--- src/rtl/ps2_key_decoder.sv ---
// Receive-only PS/2 keyboard decoder: scan-code-set-2 frames to key_down/last_change/key_valid.
// Optional macro PS2_PARITY_CHECK_EN drops frames whose odd parity fails.
module ps2_key_decoder #(
  parameter int unsigned FILTER_LEN     = 4,
  parameter int unsigned TIMEOUT_CYCLES = 100000
) (
  input  logic         clk,
  input  logic         rst,
  input  logic         ps2_clk,
  input  logic         ps2_data,
  output logic [127:0] key_down,
  output logic [8:0]   last_change,
  output logic         key_valid
);

  localparam int unsigned FiltW = (FILTER_LEN > 1) ? $clog2(FILTER_LEN) : 1;
  localparam int unsigned ToW   = $clog2(TIMEOUT_CYCLES + 1);

  localparam logic [FiltW-1:0] FiltMax = FiltW'(FILTER_LEN - 1);
  localparam logic [ToW-1:0]   ToMax   = ToW'(TIMEOUT_CYCLES);

  localparam logic [1:0] StIdle  = 2'd0;
  localparam logic [1:0] StShift = 2'd1;
  localparam logic [1:0] StCheck = 2'd2;

  localparam logic [7:0] ByteExt = 8'hE0;
  localparam logic [7:0] ByteBrk = 8'hF0;

  // Synchronisers
  logic clk_meta_q, clk_sync_q;
  logic data_meta_q, data_sync_q;

  // Clock filter
  logic             filt_q, filt_d;
  logic [FiltW-1:0] filt_cnt_q, filt_cnt_d;
  logic             fall_q, fall_d;

  // Frame FSM
  logic [1:0]     state_q, state_d;
  logic [3:0]     bit_cnt_q, bit_cnt_d;
  logic [7:0]     shift_q, shift_d;
  logic           par_q, par_d;
  logic           stop_q, stop_d;
  logic [ToW-1:0] to_cnt_q, to_cnt_d;
  logic           frame_ok;

  // Prefix tracking and outputs
  logic           ext_q, ext_d;
  logic           brk_q, brk_d;
  logic [127:0]   key_down_q, key_down_d;
  logic [8:0]     last_change_q, last_change_d;
  logic           key_valid_q, key_valid_d;

  // Idle PS/2 lines are high, so synchronisers reset to 1 to avoid a false fall.
  always_ff @(posedge clk) begin
    if (rst) begin
      clk_meta_q  <= 1'b1;
      clk_sync_q  <= 1'b1;
      data_meta_q <= 1'b1;
      data_sync_q <= 1'b1;
    end else begin
      clk_meta_q  <= ps2_clk;
      clk_sync_q  <= clk_meta_q;
      data_meta_q <= ps2_data;
      data_sync_q <= data_meta_q;
    end
  end

  always_comb begin
    filt_d     = filt_q;
    filt_cnt_d = '0;
    fall_d     = 1'b0;
    if (clk_sync_q != filt_q) begin
      if (filt_cnt_q == FiltMax) begin
        filt_d = clk_sync_q;
        fall_d = ~clk_sync_q;
      end else begin
        filt_cnt_d = filt_cnt_q + 1'b1;
      end
    end
  end

  always_ff @(posedge clk) begin
    if (rst) begin
      filt_q     <= 1'b1;
      filt_cnt_q <= '0;
      fall_q     <= 1'b0;
    end else begin
      filt_q     <= filt_d;
      filt_cnt_q <= filt_cnt_d;
      fall_q     <= fall_d;
    end
  end

`ifdef PS2_PARITY_CHECK_EN
  assign frame_ok = stop_q & (^{shift_q, par_q});
`else
  assign frame_ok = stop_q;
`endif

  always_comb begin
    state_d   = state_q;
    bit_cnt_d = bit_cnt_q;
    shift_d   = shift_q;
    par_d     = par_q;
    stop_d    = stop_q;
    to_cnt_d  = to_cnt_q;
    unique case (state_q)
      StIdle: begin
        if (fall_q && !data_sync_q) begin
          state_d   = StShift;
          bit_cnt_d = '0;
          to_cnt_d  = '0;
        end
      end
      StShift: begin
        if (fall_q) begin
          to_cnt_d  = '0;
          bit_cnt_d = bit_cnt_q + 1'b1;
          if (bit_cnt_q < 4'd8) begin
            shift_d = {data_sync_q, shift_q[7:1]};
          end else if (bit_cnt_q == 4'd8) begin
            par_d = data_sync_q;
          end else begin
            stop_d  = data_sync_q;
            state_d = StCheck;
          end
        end else if (to_cnt_q == ToMax) begin
          state_d  = StIdle;
          to_cnt_d = '0;
        end else begin
          to_cnt_d = to_cnt_q + 1'b1;
        end
      end
      StCheck: begin
        state_d = StIdle;
      end
      default: begin
        state_d = StIdle;
      end
    endcase
  end

  always_ff @(posedge clk) begin
    if (rst) begin
      state_q   <= StIdle;
      bit_cnt_q <= '0;
      shift_q   <= '0;
      par_q     <= 1'b0;
      stop_q    <= 1'b0;
      to_cnt_q  <= '0;
    end else begin
      state_q   <= state_d;
      bit_cnt_q <= bit_cnt_d;
      shift_q   <= shift_d;
      par_q     <= par_d;
      stop_q    <= stop_d;
      to_cnt_q  <= to_cnt_d;
    end
  end

  // A delivered byte is either a prefix or completes exactly one event.
  always_comb begin
    ext_d         = ext_q;
    brk_d         = brk_q;
    key_down_d    = key_down_q;
    last_change_d = last_change_q;
    key_valid_d   = 1'b0;
    if (state_q == StCheck) begin
      if (!frame_ok) begin
        ext_d = 1'b0;
        brk_d = 1'b0;
      end else if (shift_q == ByteExt) begin
        ext_d = 1'b1;
      end else if (shift_q == ByteBrk) begin
        brk_d = 1'b1;
      end else begin
        last_change_d = {ext_q, shift_q};
        key_valid_d   = 1'b1;
        if (!ext_q && !shift_q[7]) begin
          key_down_d[shift_q[6:0]] = ~brk_q;
        end
        ext_d = 1'b0;
        brk_d = 1'b0;
      end
    end
  end

  always_ff @(posedge clk) begin
    if (rst) begin
      ext_q         <= 1'b0;
      brk_q         <= 1'b0;
      key_down_q    <= '0;
      last_change_q <= '0;
      key_valid_q   <= 1'b0;
    end else begin
      ext_q         <= ext_d;
      brk_q         <= brk_d;
      key_down_q    <= key_down_d;
      last_change_q <= last_change_d;
      key_valid_q   <= key_valid_d;
    end
  end

  assign key_down    = key_down_q;
  assign last_change = last_change_q;
  assign key_valid   = key_valid_q;

endmodule

--- config.mk ---
export PLATFORM = sky130hd
export DESIGN_NAME = ps2_key_decoder
export DESIGN_NICKNAME = d
export VERILOG_FILES = /design/src/rtl/ps2_key_decoder.sv
export SDC_FILE = /design/constraint.sdc
export NUM_CORES = 1
export LEC_CHECK = 0
export ABC_AREA = 1
export CORE_UTILIZATION = 40
export DETAILED_ROUTE_END_ITERATION = 12
export GPL_TIMING_DRIVEN = 0
export PLACE_DENSITY = 0.64
export REMOVE_ABC_BUFFERS = 1
export SYNTH_ARGS = -nofsm -noshare
export SYNTH_HDL_FRONTEND = slang
export SYNTH_SLANG_ARGS = --single-unit
export TNS_END_PERCENT = 1
--- constraint.sdc ---
create_clock -name clk -period 2.1 [get_ports clk]
set_input_delay 0.315 -clock clk [delete_from_list [all_inputs] [get_ports clk]]
set_output_delay 0.315 -clock clk [all_outputs]
set_load 0.02 [all_outputs]
; ---- Word-level counts from Yosys, hierarchy flattened
; Cells that the tools add are included.
[totals]
register_bits = 180
latch_bits = 0
ram_bits = 0
rom_bits = 0
in_bits = 4
output_inout_bits = 138
elab_cells = 92
n_memories = 0
[op_classes]
n_addsub = 3
mul = 0
div = 0
order_cmp = 3
eq_ne = 15
shifts = 0
mux = 23
bitwise = 10
n_reduce_logical = 21
[ops]
columns = operator, n
row1 = bitwise mux 128 bit, 1
row2 = two-way mux 17 bit, 3
row3 = case mux 17 bit (2 select lines), 1
row4 = "adder 17 x 1 -> 17 bit, second input constant", 1
row5 = "== test 17 bit, second input constant", 1
row6 = "== test 8 bit, second input constant", 2
row7 = "inequality test 3 bit, second input constant", 4
row8 = AND reduction 4 bit, 3
row9 = two-way mux 2 bit, 5
row10 = inverter 1 bit, 10
row11 = "less-than comparator 7 x 8 -> 1 bit, second input constant", 1
row12 = two-way mux 1 bit, 8
row13 = two-way mux 4 bit, 2
row14 = case mux 4 bit (2 select lines), 1
row15 = AND reduction 2 bit, 4
row16 = demux 1 bit (select 7 bit), 1
row17 = ">= comparator 7 x 1 -> 1 bit, second input constant", 1
row18 = "inequality test 2 bit, second input constant", 3
row19 = AND reduction 3 bit, 2
row20 = OR reduction 3 bit, 2
row21 = AND reduction 5 bit, 1
row22 = "adder 4 x 1 -> 4 bit, second input constant", 1
row23 = "== test 2 bit, second input constant", 2
row24 = "== test 4 bit, second input constant", 1
row25 = other kinds (10), 14

; ---- Logic depth before layout (Yosys ltp)
; Gate-level depths: netlist of run 1.
[logic_depth]
word_depth = 5
depth_mapped = 10
depth_no_buf = 9

; ---- Worst setup path before layout of run 1
; Ideal clock, no wire load.
[synth_timing]
kind = reg-to-reg
startpoint = register shift_q[3]
endpoint = register key_down_q[14], in the netlist key_down[14]
setup_ns = 0.132
arrival_time_ns = 1.311
required_time_ns = 1.968
slack_ns = 0.657
path_stages_with_launch = 8
path_buffers = 2
period_less_slack_ns = 1.443
cell_sequence = dfxtp_1 -> buf_2 -> nand2_2 -> nor2_1 -> buf_2 -> nand2_1 -> o21ai_0 -> a21oi_1
[synth_via]
elab_chain_len = 5
word_cells_on_any_way = 11
classes_between = 2 x order compare / 2 x eq/ne / 3 x mux / 2 x bitwise / 2 x reduce/logical
[synth_lines]
columns = element, line_no
row1 = "start, declared", 41  ; logic [7:0] shift_q, shift_d;
row2 = "start signal, assigned", 155  ; shift_q <= shift_d;
row3 = less-than comparator 7 x 8 -> 1 bit (implied by the code) or >= comparator 7 x 1 -> 1 bit (tied branches), 181  ; key_down_d[shift_q[6:0]] = ~brk_q;
row4 = logical AND 1 bit (implied by the code), 181
row5 = two-way mux 1 bit (implied by the code), 181
row6 = demux 1 bit (select 7 bit), 181
row7 = bitwise mux 128 bit, 181
row8 = "end signal, assigned", 199  ; key_down_q <= key_down_d;
row9 = "end, declared", 50  ; logic [127:0] key_down_q, key_down_d;
; Parallel ways exist; a longest one is shown, timed or not.
; A chain may end at the register's enable or synchronous reset.

; ---- Worst setup path after layout of run 1
[layout_timing]
startpoint = register shift_q[2]
endpoint = register key_down_q[28], in the netlist key_down[28]
; Same word-level chain as after synthesis.

==> results.yml, run 1 <==
pwr:
  power_density_nw_per_um2: 685
  p_total_w: 0.00698
  ir_drop_mv: 0.540
  p_leak_nw: 3.12
floorplan:
  die_y_microns: 144
  dieArea_sq_um: 20800
  rows: 51
  coreArea_sq_um: 19700
  start_util_pct: 41.2
  io_pins: 142
  die_x_microns: 144
clock_network:
  clock-root-buffer: "clkbuf_16"
  clk_path_buf_depth: 2
  cts.sinks: 180
  clkSlewWorstSetupHoldPaths_ps: 70
  numCtsBuffers: 17
  clkLatencyLatePin_ps: 430
  htree_levels: 4
  hold_buffers: 0
  cts_tree: "built"
yosys:
  yosysMostFrequentCell: "dfxtp_1"
  synthTopCellsByCount: "dfxtp_1 (180), nand2_1 (158), a21oi_1 (142)"
  seq_area_frac_synth_pct: 44.5
  synth_warnings: 0
  synth_edf_count: 0
  synth.distinct_cells: 38
  synth_area_leader_cell: "dfxtp_1"
  synth.area.top_cells: "dfxtp_1 (44%), a21oi_1 (8.8%), nand4_1 (7.9%)"
  synth.top_cell.area_share_pct: 44.5
  synthArstFlopShare_pct: 0
  synth_flop_cell: "dfxtp_1"
  synth_area_sq_um: 8110
  synth_area_per_cell_sq_um: 7.53
  ys_ff_latch: 180
  synthCells: 1076
final_layout:
  area_delta_synth_final_pct: 25.7
  diodes: 0
  nets: 1157
  drive_gt1_share_pct: 8.70
  finish.instance_area_sq_um: 10200
timing:
  hold_viol_final: 0
  fin_tns_setup_ps: 0
  fin_crit_ps: 2020
  relSlewSlack_pct: 10.6
  setup_ws_ps: 75.2
  max_freq_ghz: 0.494
  drv_slew: 0
  fin_skew_ps: 12.1
  finalSetupViolations: 0
  grt_setup_unrepaired: "yes"
  worstMarginPinSlew_ps: 1330
  min_period_over_period_pct: 96.4
grt:
  grt_pass1_wl_mm: 36.7
  gr-total-overflow: 0
  grt.total_usage_pct: 22.6
  grt_pass1_vias: 6808
  grt_max_degree: 115
  antenna_found_initial: 0
drt:
  vias_per_cell: 5.54
  wl_per_cell_microns: 16.8
  first_pass_iters: 5
  vias: 7894
  wl_mm: 24.0
  route.detailed.drc: 0
  first_iter_violations: 615
  ant_nets: 0
flow_run:
  drv_cap: 0
critical_path:
  critPathMaxFanout: 14
  worstPathRequired_ps: 2450
  arrival_ps: 2380
  critPathKind: "register to register"
  end_kind: "register"
  cp-start-kind: "register"
place:
  port_buffers: 141
  gp_congestion: 0.837
  place_hpwl_mm: 13.7
  dpl-instance-area_sq_um: 9430
  post-place-ws_ps: -1040
hold_path:
  hold_path.class: "register to register"
run_status:
  status: "finished clean"
==> metrics by stage <==
step | utilization (%) | hold WS, ps | cells
global placement | 47.7 | 396 | 1388
CTS | 51.5 | 416 | 1424
finish | 51.9 | 415 | 1426
global route | 51.9 | 443 | 1426
detailed placement | 48.0 | 397 | 1390
floorplan | - | 384 | 982
==> final cells by class <==
| type | count | area [sq um] |
|---|---|---|
| clock buffers | 18 | 439 |
| clock inverters | 14 | 198 |
| fillers | 1892 | 9460 |
| inverters | 55 | 248 |
| multi-input cells | 749 | 3880 |
| flip-flops and latches | 180 | 3610 |
| well taps | 265 | 332 |
| repair buffers | 144 | 1480 |
| repair inverters | 1 | 7.51 |
==> path summary, 6_finish.rpt <==
path	startpoint	cells past startpoint	slack, ps	endpoint
worst max-delay path	shift_q[2]	4	80	key_down[28]
worst min-delay path	clk_meta_q	1	410	clk_sync_q
worst max register to register	shift_q[2]	4	80	key_down[28]
worst min register to register	clk_meta_q	1	410	clk_sync_q
==> cells by family (layout without fill, tap and decap cells) <==
family          Yosys count  count (layout)  share of synthesized area [%]
xor+xnor                  5               5                          0.540
buf+inv                 149             232                           8.49
fa+ha+maj                 5               5                          0.772
flops                   180             180                           44.5
simple gates            463             465                           28.6
compound gates          274             274                           17.2
==> state kept, by name, indices dropped and copies added, names as in the netlist, 2 cells and up <==
register / cells
shift_q: 8
filt_cnt_q: 2
bit_cnt_q: 4
last_change: 9
state_q: 2
key_down: 128
to_cnt_q: 17
==> where the power goes <==
group          internal, W  switching (W)   total, W
clock              0.00204        0.00143    0.00347
combinational    0.0000208      0.0000691  0.0000899
sequential         0.00342     0.00000236    0.00342
==> per-layer routing <==
layer  part of all wire, %  track usage (%)  vias to the layer above
met3                   5.7             3.84                       20
met1                    46             31.9                     3737
met5                     0                0                        -
li1                      -                -                     3889
met4                   1.2             6.59                        0
met2                    47             35.0                      248
==> critical path, cell delays in order (launching register included) <==
cell	delay, ps
dfxtp_2	390
inv_2	130
nor3_2	1060
nand4_1	180
a21oi_1	190
==> repair_timing <==
| action | 4_1_cts | 5_1_grt |
|---|---|---|
| pin swaps | 3 | 2 |
| cloned | 2 | 1 |
| endpoints found under the hold margin | 0 | 0 |
| buffers inserted | 0 | 1 |
| endpoints found under the setup margin | 131 | 139 |
| resized for setup | 7 | 17 |
==> cell usage in the layout, fill, tap and decap left out, types with 4 or more instances in the layout <==
cell | synthesis | final
or2_2 | 4 | 4
nand3_1 | 60 | 58
nand2_1 | 158 | 157
inv_1 | 43 | 38
xor2_1 | 5 | 5
nor3_1 | 29 | 29
a21oi_1 | 142 | 142
o21ai_1 | 13 | 13
inv_2 | 10 | 10
clkbuf_16 | 0 | 17
nor2_1 | 68 | 64
bufinv_16 | 0 | 4
nor4_1 | 7 | 7
a31oi_1 | 9 | 9
nor2_4 | 5 | 7
ha_1 | 5 | 5
nor2_2 | 9 | 11
dfxtp_1 | 180 | 177
nand2_2 | 5 | 6
nand4_1 | 102 | 102
nor3_2 | 6 | 7
clkdlybuf4s50_1 | 0 | 140
clkinvlp_4 | 0 | 4
o21ai_0 | 106 | 106
Note: power is estimated with default switching activity, not from simulation.
==> run 2: changes to the inputs <==
--- a/config.mk
+++ b/config.mk
@@ -6,10 +6,11 @@
 export NUM_CORES = 1
 export LEC_CHECK = 0
 export ABC_AREA = 1
-export CORE_UTILIZATION = 40
+export CORE_ASPECT_RATIO = 0.8
+export CORE_UTILIZATION = 57
 export DETAILED_ROUTE_END_ITERATION = 12
 export GPL_TIMING_DRIVEN = 0
-export PLACE_DENSITY = 0.64
+export PLACE_DENSITY = 0.86
 export REMOVE_ABC_BUFFERS = 1
 export SYNTH_ARGS = -nofsm -noshare
 export SYNTH_HDL_FRONTEND = slang
==> results.yml, run 2 (synthesized netlist as in run 1, its figures left out) <==
hold_path:
  min_to: "clk_sync_q"
  hold_depth: 1
  min_from: "clk_meta_q"
  hold_path.class: "register to register"
place:
  port_buffers: 141
  post-place-ws_ps: -1590
  gp_congestion: 0.861
  dpl-instance-area_sq_um: 9320
  place_hpwl_mm: 13.1
critical_path:
  worstPathRequired_ps: 2460
  rr_worst_depth: 7
  critPathMaxFanout: 114
  timing.rr.start: "frame_ok"
  arrival_ps: 2420
  worstReg2RegEnd: "key_down[81]"
  cp-start-kind: "register"
  reg2reg_setup_slack_ps: 50
  critPathKind: "register to register"
  end_kind: "register"
final_layout:
  diodes: 0
  layout_commonest_cell: "dfxtp_1"
  nets: 1155
  postLayoutCoreUtil_pct: 72.9
  drive_gt1_share_pct: 8.11
  finish.instance_area_sq_um: 10000
  mostFrequentLayoutCells: "dfxtp_1 (179), nand2_1 (158), clkdlybuf4s50_1 (140)"
  area_delta_synth_final_pct: 23.5
  largest_register_ffs: 128
grt:
  gr-total-overflow: 0
  grt.total_usage_pct: 30.5
  grt_max_degree: 115
  grt_pass1_wl_mm: 35.2
  antenna_found_initial: 0
  grt_pass1_vias: 6952
timing:
  max_freq_ghz: 0.487
  setup_ws_ps: 45.0
  fin_skew_ps: 5.77
  fin_crit_ps: 2050
  drv_slew: 0
  grt_setup_unrepaired: "yes"
  worstMarginPinSlew_ps: 1170
  relSlewSlack_pct: 21.5
  hold_viol_final: 0
  finalSetupViolations: 0
  min_period_over_period_pct: 97.9
flow_run:
  drv_cap: 0
floorplan:
  die_x_microns: 135
  die_y_microns: 109
  dieArea_sq_um: 14700
  rows: 38
  io_pins: 142
  start_util_pct: 59.0
  coreArea_sq_um: 13700
drt:
  ant_nets: 0
  first_iter_violations: 1131
  wl_mm: 22.5
  route.detailed.drc: 0
  wl_per_cell_microns: 16.8
  vias_per_cell: 6.10
  vias: 8162
  first_pass_iters: 6
pwr:
  power_density_nw_per_um2: 685
  p_leak_nw: 3.09
  ir_drop_mv: 0.531
clock_network:
  clk_path_buf_depth: 2
  numCtsBuffers: 17
  clkSlewWorstSetupHoldPaths_ps: 70
  cts.sinks: 180
  htree_levels: 4
  cts_tree: "built"
  post-cts-setup-buffer-count: 0
  clock-root-buffer: "clkbuf_16"
  clkLatencyLatePin_ps: 440
run_status:
  status: "finished clean"
[run 2: worst max path at each step]
stage               startpoint            end  slack, ps  depth (start not counted)
finish                frame_ok   key_down[81]         50                          7
global route        state_q[0]  key_down[124]       -170                          8
CTS                 state_q[0]   key_down[31]         10                          8
detailed placement  state_q[0]   key_down[24]      -1590                          8
global placement           rst   to_cnt_q[15]      -5010                          4
floorplan           state_q[0]   key_down[24]       -660                          8
[run 2: stage by stage]
stage	power [W]	std cells	hold slack [ps]	setup TNS, ps
after detailed placement	0.00358	1305	401	-151340
final	0.00686	1339	412	0
after floorplan	0.00352	982	384	-57050
after CTS	0.00686	1338	410	0
after global placement	0.00357	1303	394	-522260
after global routing	0.00701	1339	431	-1960
[run 2: area by class of cell]
type                    count  area (sq um)
multi-input cells         748          3850
fillers                  1013          3730
flip-flops and latches    180          3600
repair buffers            143          1460
clock buffers              19           443
inverters                  55           245
well taps                 180           225
clock inverters            13           174
repair inverters            1          5.00
[run 2: what timing repair did]
action / CTS / global route
endpoints found under the setup margin: 117 / 129
pin swaps: 3 / 2
gates resized for setup: 6 / 10
gates cloned: 1 / 1
hold buffers: 0 / 0
[run 2: worst max-delay path, cell delays in order (launching register included)]
cell	delay, ps
dfxtp_1	310
inv_1	180
nor2_8	110
nand2_8	500
clkinv_16	380
nand3_1	180
nand2_1	70
a21oi_1	160
[run 2: power by group]
| part | leakage [nW] | switching, W | internal (W) |
|---|---|---|---|
| sequential | 1.45 | 0.00000226 | 0.00342 |
| clock | 0.296 | 0.00143 | 0.00193 |
| combinational | 1.34 | 0.0000681 | 0.0000206 |
[run 2: routing by layer]
layer	GRT usage [%]	share of wire (%)	up-vias
met5	0	0	-
met4	12.0	2.5	0
met3	7.62	8.8	46
met2	44.6	44	404
met1	43.1	45	3824
li1	-	-	3888
